--- config.mk ---
export PLATFORM = sky130hd
export DESIGN_NAME = bus_sequencer
export DESIGN_NICKNAME = d
export VERILOG_FILES = /design/src/rtl/bus_pkg.sv /design/src/rtl/bus_sequencer.sv
export SDC_FILE = /design/constraint.sdc
export NUM_CORES = 1
export LEC_CHECK = 0
export BUFFER_PORTS_ARGS = -buffer_cell sky130_fd_sc_hd__buf_4
export CAP_MARGIN = 20
export CORE_MARGIN = 2
export CORE_UTILIZATION = 43
export CTS_CLUSTER_DIAMETER = 150
export DETAILED_ROUTE_END_ITERATION = 10
export GPL_ROUTABILITY_DRIVEN = 0
export PLACE_DENSITY = 0.75
export SYNTH_ARGS = -nofsm -noshare
export SYNTH_HDL_FRONTEND = slang
export SYNTH_SLANG_ARGS = --single-unit
--- constraint.sdc ---
create_clock -name clock -period 2.19 [get_ports clock]
set_input_delay 0.1095 -clock clock [delete_from_list [all_inputs] [get_ports clock]]
set_output_delay 0.1095 -clock clock [all_outputs]
set_load 0.02 [all_outputs]
--- src/rtl/bus_pkg.sv ---
// Shared definitions for the 4ft4 bus sequencer.
//   phase_t       : the eight instruction-cycle phases, A1=0 .. X3=7
//   OPR_* / OPA_* : opcode nibbles the sequencer snoops for
//   cm_ram_decode : maps a DCL bank value onto the four RAM command lines
package bus_pkg;

  typedef enum logic [2:0] {
    PH_A1 = 3'd0,
    PH_A2 = 3'd1,
    PH_A3 = 3'd2,
    PH_M1 = 3'd3,
    PH_M2 = 3'd4,
    PH_X1 = 3'd5,
    PH_X2 = 3'd6,
    PH_X3 = 3'd7
  } phase_t;

  localparam logic [3:0] OPR_IO  = 4'hE;
  localparam logic [3:0] OPR_SRC = 4'h2;
  localparam logic [3:0] OPR_DCL = 4'hF;
  localparam logic [3:0] OPA_DCL = 4'hD;

  // Bank 0 uses the dedicated line cm_ram[0]; other banks appear
  // directly on cm_ram[3:1].
  function automatic logic [3:0] cm_ram_decode(input logic [2:0] bank);
    return {bank, (bank == 3'd0)};
  endfunction

endpackage

--- src/rtl/bus_sequencer.sv ---
// Instruction-cycle sequencer for the shared 4-bit bus of the 4ft4 system.
// Steps through A1..X3, snoops the opcode fetched in M1/M2, holds the DCL
// RAM bank register and decodes the per-phase strobes and bus-owner enables.
//
// Ports:
//   clock        in   system clock, all state on posedge
//   reset        in   asynchronous active-low reset
//   data[3:0]    in   snoop of the shared data bus
//   second_word  in   current fetch is the 2nd word of a two-word instruction
//   accumulator  in   cpu accumulator, source for DCL
//   phase[2:0]   out  current phase, A1=0 .. X3=7 (also the FSM state)
//   sync         out  high during X3
//   cm_rom       out  ROM command/select strobe
//   cm_ram[3:0]  out  RAM bank command lines
//   cpu_drive    out  cpu owns the bus this phase
//   rom_drive    out  ROM owns the bus this phase
//   ram_drive    out  RAM owns the bus this phase
//   bank[2:0]    out  current DCL bank register
//
// Bus ownership: at most one of cpu/rom/ram_drive is high in any phase; the
// owner drives data for that whole phase and everybody else only listens.
// All outputs are decoded from registered state, never from the inputs.
module bus_sequencer
  import bus_pkg::*;
#(
  parameter logic [2:0] RESET_BANK = 3'd0,
  parameter logic [3:0] RDR_OPA    = 4'hA
) (
  input  logic       clock,
  input  logic       reset,
  input  logic [3:0] data,
  input  logic       second_word,
  input  logic [3:0] accumulator,
  output logic [2:0] phase,
  output logic       sync,
  output logic       cm_rom,
  output logic [3:0] cm_ram,
  output logic       cpu_drive,
  output logic       rom_drive,
  output logic       ram_drive,
  output logic [2:0] bank
);

  phase_t     phase_q;
  logic [3:0] opr_q;
  logic [3:0] opa_q;
  logic       is_io_q;
  logic       is_src_q;
  logic [2:0] bank_q;

  // DCL only carries a 3-bit bank; the accumulator MSB is not needed here.
  logic unused_acc_msb;
  assign unused_acc_msb = accumulator[3];

  always_ff @(posedge clock or negedge reset) begin
    if (!reset) begin
      phase_q  <= PH_A1;
      opr_q    <= 4'h0;
      opa_q    <= 4'h0;
      is_io_q  <= 1'b0;
      is_src_q <= 1'b0;
      bank_q   <= RESET_BANK;
    end else begin
      phase_q <= phase_t'(phase_q + 3'd1);
      case (phase_q)
        PH_M1: begin
          // A second word is operand data, not an opcode: blank it.
          opr_q   <= second_word ? 4'h0 : data;
          is_io_q <= (data == OPR_IO) && !second_word;
        end
        PH_M2: begin
          opa_q    <= second_word ? 4'h0 : data;
          is_src_q <= (opr_q == OPR_SRC) && data[0] && !second_word;
        end
        PH_X3: begin
          if ((opr_q == OPR_DCL) && (opa_q == OPA_DCL) && !second_word)
            bank_q <= accumulator[2:0];
          is_io_q  <= 1'b0;
          is_src_q <= 1'b0;
        end
        default: ;
      endcase
    end
  end

  always_comb begin
    cpu_drive = 1'b0;
    rom_drive = 1'b0;
    ram_drive = 1'b0;
    cm_rom    = 1'b0;
    cm_ram    = 4'b0000;
    case (phase_q)
      PH_A1, PH_A2: cpu_drive = 1'b1;
      PH_A3: begin
        cpu_drive = 1'b1;
        cm_rom    = 1'b1;
      end
      PH_M1: rom_drive = 1'b1;
      PH_M2: begin
        rom_drive = 1'b1;
        if (is_io_q) begin
          cm_rom = 1'b1;
          cm_ram = cm_ram_decode(bank_q);
        end
      end
      PH_X2: begin
        if (is_src_q) begin
          cpu_drive = 1'b1;
          cm_rom    = 1'b1;
          cm_ram    = cm_ram_decode(bank_q);
        end else if (is_io_q) begin
          // opa 0..7 are writes (cpu sources data); RDR reads the ROM
          // port; the remaining reads come from RAM.
          if (opa_q < 4'h8)          cpu_drive = 1'b1;
          else if (opa_q == RDR_OPA) rom_drive = 1'b1;
          else                       ram_drive = 1'b1;
        end
      end
      PH_X3: cpu_drive = is_src_q;
      default: ;  // X1 is the bus turnaround phase
    endcase
  end

  assign phase = phase_q;
  assign sync  = (phase_q == PH_X3);
  assign bank  = bank_q;

endmodule
==> key figures <==
Drt
  – WL met1: between 700 and 800 um
  – Metal2 WL: 726 um
  – Max Used Layer: met4
  – Met3 wire len: 69 um
  – Wire per inst: 12.1 um
  – Pre-Repair DR Iteration Count: 4
  – Post-route DRC: 0
  – Routed WL: 1570 um
  – Number of vias per cell: 5.04
  – Antenna viol nets, final: 0
  – Vias: 655
  – DRT iter0 DRCs: 8

STA
  – Final setup fails: 0
  – Setup TNS: 0 ns
  – Relative slew margins: 0.775
  – Worst slew pin tran: between 0.3 and 0.4 ns
  – Fmax: 514 MHz
  – Final Critical Period: 1.95 ns
  – Clk_skew: roughly 0.00092 ns
  – Final hold vios: 0
  – Max Slew Vio Count: 0
  – Period utilisation layout: 0.889
  – RSZ-0062 raised after global routing: false

Die
  – I/O pin count: 26
  – Die H: slightly below 50 um
  – Core ar.: 1920 um^2
  – Row count: 16
  – Die footprint: 2370 um^2
  – Die X: 48.6 um
  – Initial Utilization: 0.446

Final layout
  – Diodes inserted: 0
  – Final nets: 120
  – Area Growth Syn to Fin: 29.5%
  – Fill cells: 195
  – Share of cells above drive strength 1: 0.359

Setup path
  – Reg-to-reg startpoint: phase[1]
  – Crit path arrival time: approximately 1.8 ns
  – CP peak stage delay: 0.40 ns
  – Startpoint types: flop
  – Worst Setup End Kind: output port
  – CP cell instances: inv_1, ha_1, a22o_1, and2_1, nor4b_1, buf_4
  – Worst Setup SP: phase[0]
  – CP delay by family, top: flip-flops
  – CP Buf/Inv Count: 2
  – WS Path Type: flop to output port
  – Critical path fanouts, max: 5
  – CP Data Required Time: 2.08 ns
  – Critical-path cell with the highest stage delay: dfrtp_1

Clocking
  – Root Buffer: clkbuf_4
  – Clk_lat worst skew: 0.28 ns
  – CTS Buf Count: 3
  – Clock tree sinks: 16
  – Clock Tree Buf Depth: 2
  – Htree depth: 1
  – CTS tree: built
  – CTS resizes: 0
  – Post-CTS Setup Repair Bufs: 0
  – Clock slew at reported path FFs: 0.09 ns

Synth
  – Synth top area share: 0.467
  – Syn avg cell area: 11.3 um^2
  – Top-count cell post-synth: dfrtp_1
  – Post-synth top area cell: dfrtp_1
  – #FFs+latches synth: 16
  – Top FF cell, synth: dfrtp_1
  – EDFF count, synth: 0
  – Synthesized instance count: between 70 and 80
  – Syn nets: 92
  – Post-synth ARST share: 1.00
  – Post-Syn Area: 857 um^2
  – Register area share after synthesis: 0.467
  – Yosys warnings: 0
  – Commonest cells post-synth: 16 x dfrtp_1, 7 x mux2_2, 6 x inv_1
  – Synth area leaders: dfrtp_1 47%, mux2_2 9.2%, ha_1 7.3%
  – Count of cell types in the netlist: 26

GRT
  – GRT Util Overall: 0.138
  – First-pass GRT wire length: 2500 um
  – Pin count of the biggest net entering global routing: 17
  – Vias in the first global route: 629
  – Overflow after GRT: 0
  – Initial antenna violation count: 0

Hold path
  – HP Class: input port to flop
  – Min-delay src: accumulator[0]

Job
  – # Max-Cap Violations: 0

Power and ir drop
  – Leakage: 0.595 nW
  – Peak VDD IR: 0.000323 V
  – Tot Pwr: 538 uW
  – Pwr Density: 485 nW/um^2

Place
  – Hpwl dp: 1250 um
  – I/O Buffers: 24

Outcome
  – Status: finished clean
-- registers in the layout, indices dropped and copies added (netlist names) --
name and cells:
opa_q 4, opr_q 4, bank 3, phase 3
is_io_q 1, is_src_q 1
-- worst register-to-register path, cell delays in order (launching register included) --
cell	delay [ns]
dfrtp_1	0.43
ha_1	0.20
ha_1	0.30
nand4b_4	0.14
nor4_4	0.29
mux2_2	0.37
-- layer usage --
layer | global-route usage | vias to the layer above
met1 | 0.163 | 307
met4 | 0.0857 | 0
met5 | 0 | -
met3 | 0.0185 | 4
li1 | - | 326
met2 | 0.235 | 18
-- power breakdown --
| group | switching [mW] | leakage, nW | total [mW] | internal (mW) |
|---|---|---|---|---|
| sequential | 0.00729 | 0.211 | 0.310 | 0.303 |
| clock | 0.0903 | 0.0210 | 0.192 | 0.101 |
| combinational | 0.0166 | 0.363 | 0.0370 | 0.0204 |
-- what timing repair did --
action                                  CTS  global route
endpoints found under the hold margin    16             0
endpoints found under the setup margin    0             0
hold buffers                              1             0
-- final timing paths --
path	end	slack (ns)	cells past startpoint
max in group asynchronous	bank[1]	1.80	2
hold / removal	bank[0]	0.05	2
setup / recovery	cm_ram[0]	0.24	6
setup reg to reg	bank[2]	0.36	5
min in group asynchronous	phase[0]	0.22	2
hold reg to reg	phase[0]	0.50	1
-- placed cells by master, fill, tap and decap left out --
cell type,count
nand2b_1,3
clkbuf_8,1
nand3b_1,1
mux2_2,7
buf_4,24
a21o_1,1
nand4b_1,1
nor4_4,1
nor4b_1,2
dlygate4sd3_1,1
and3b_1,1
a21oi_1,3
dfrtp_1,16
and4b_1,1
a31oi_1,1
nand4_1,3
and3_1,3
mux2i_1,2
ha_1,5
nand2_1,5
a211oi_1,1
nor2b_1,3
nor2_1,2
a22o_1,1
nand4b_4,1
inv_1,6
and2_1,1
o21ai_0,3
clkbuf_4,3
-- cells by family (layout without fill, tap and decap cells) --
kind of cell,Yosys count,after routing,synth area share
buffers and inverters,8,35,0.0350
and+or+nand+nor,28,28,0.239
adders and majority gates,5,5,0.0730
AOI/OAI and AO/OA,10,10,0.0701
DFF,16,16,0.467
muxes,9,9,0.115
-- layout make-up --
cell class / instances / area [um^2] / share of cell area
Multi-Input combinational cell: 52 / 427 / 0.384
Sequential cell: 16 / 400 / 0.361
Timing Repair Buffer: 25 / 190 / 0.171
Clock buffer: 4 / 36.3 / 0.0327
Tap cell: 27 / 33.8 / 0.0304
Inverter: 6 / 22.5 / 0.0203
-- stage by stage --
stage / std cells / util / cell area (um^2) / setup slack [ns] / hold slack (ns)
finish: 130 / 0.577 / 1110 / 0.243 / 0.0528
global route: 130 / 0.577 / 1110 / 0.118 / 0.0496
CTS: 130 / 0.577 / 1110 / 0.209 / 0.0444
detailed placement: 125 / 0.553 / 1060 / 0.358 / -0.0212
floorplan: 76 / - / 857 / 0.216 / -0.186
global placement: 125 / 0.553 / 1060 / 0.383 / -0.0218
Power figures use the tool's default switching activity.
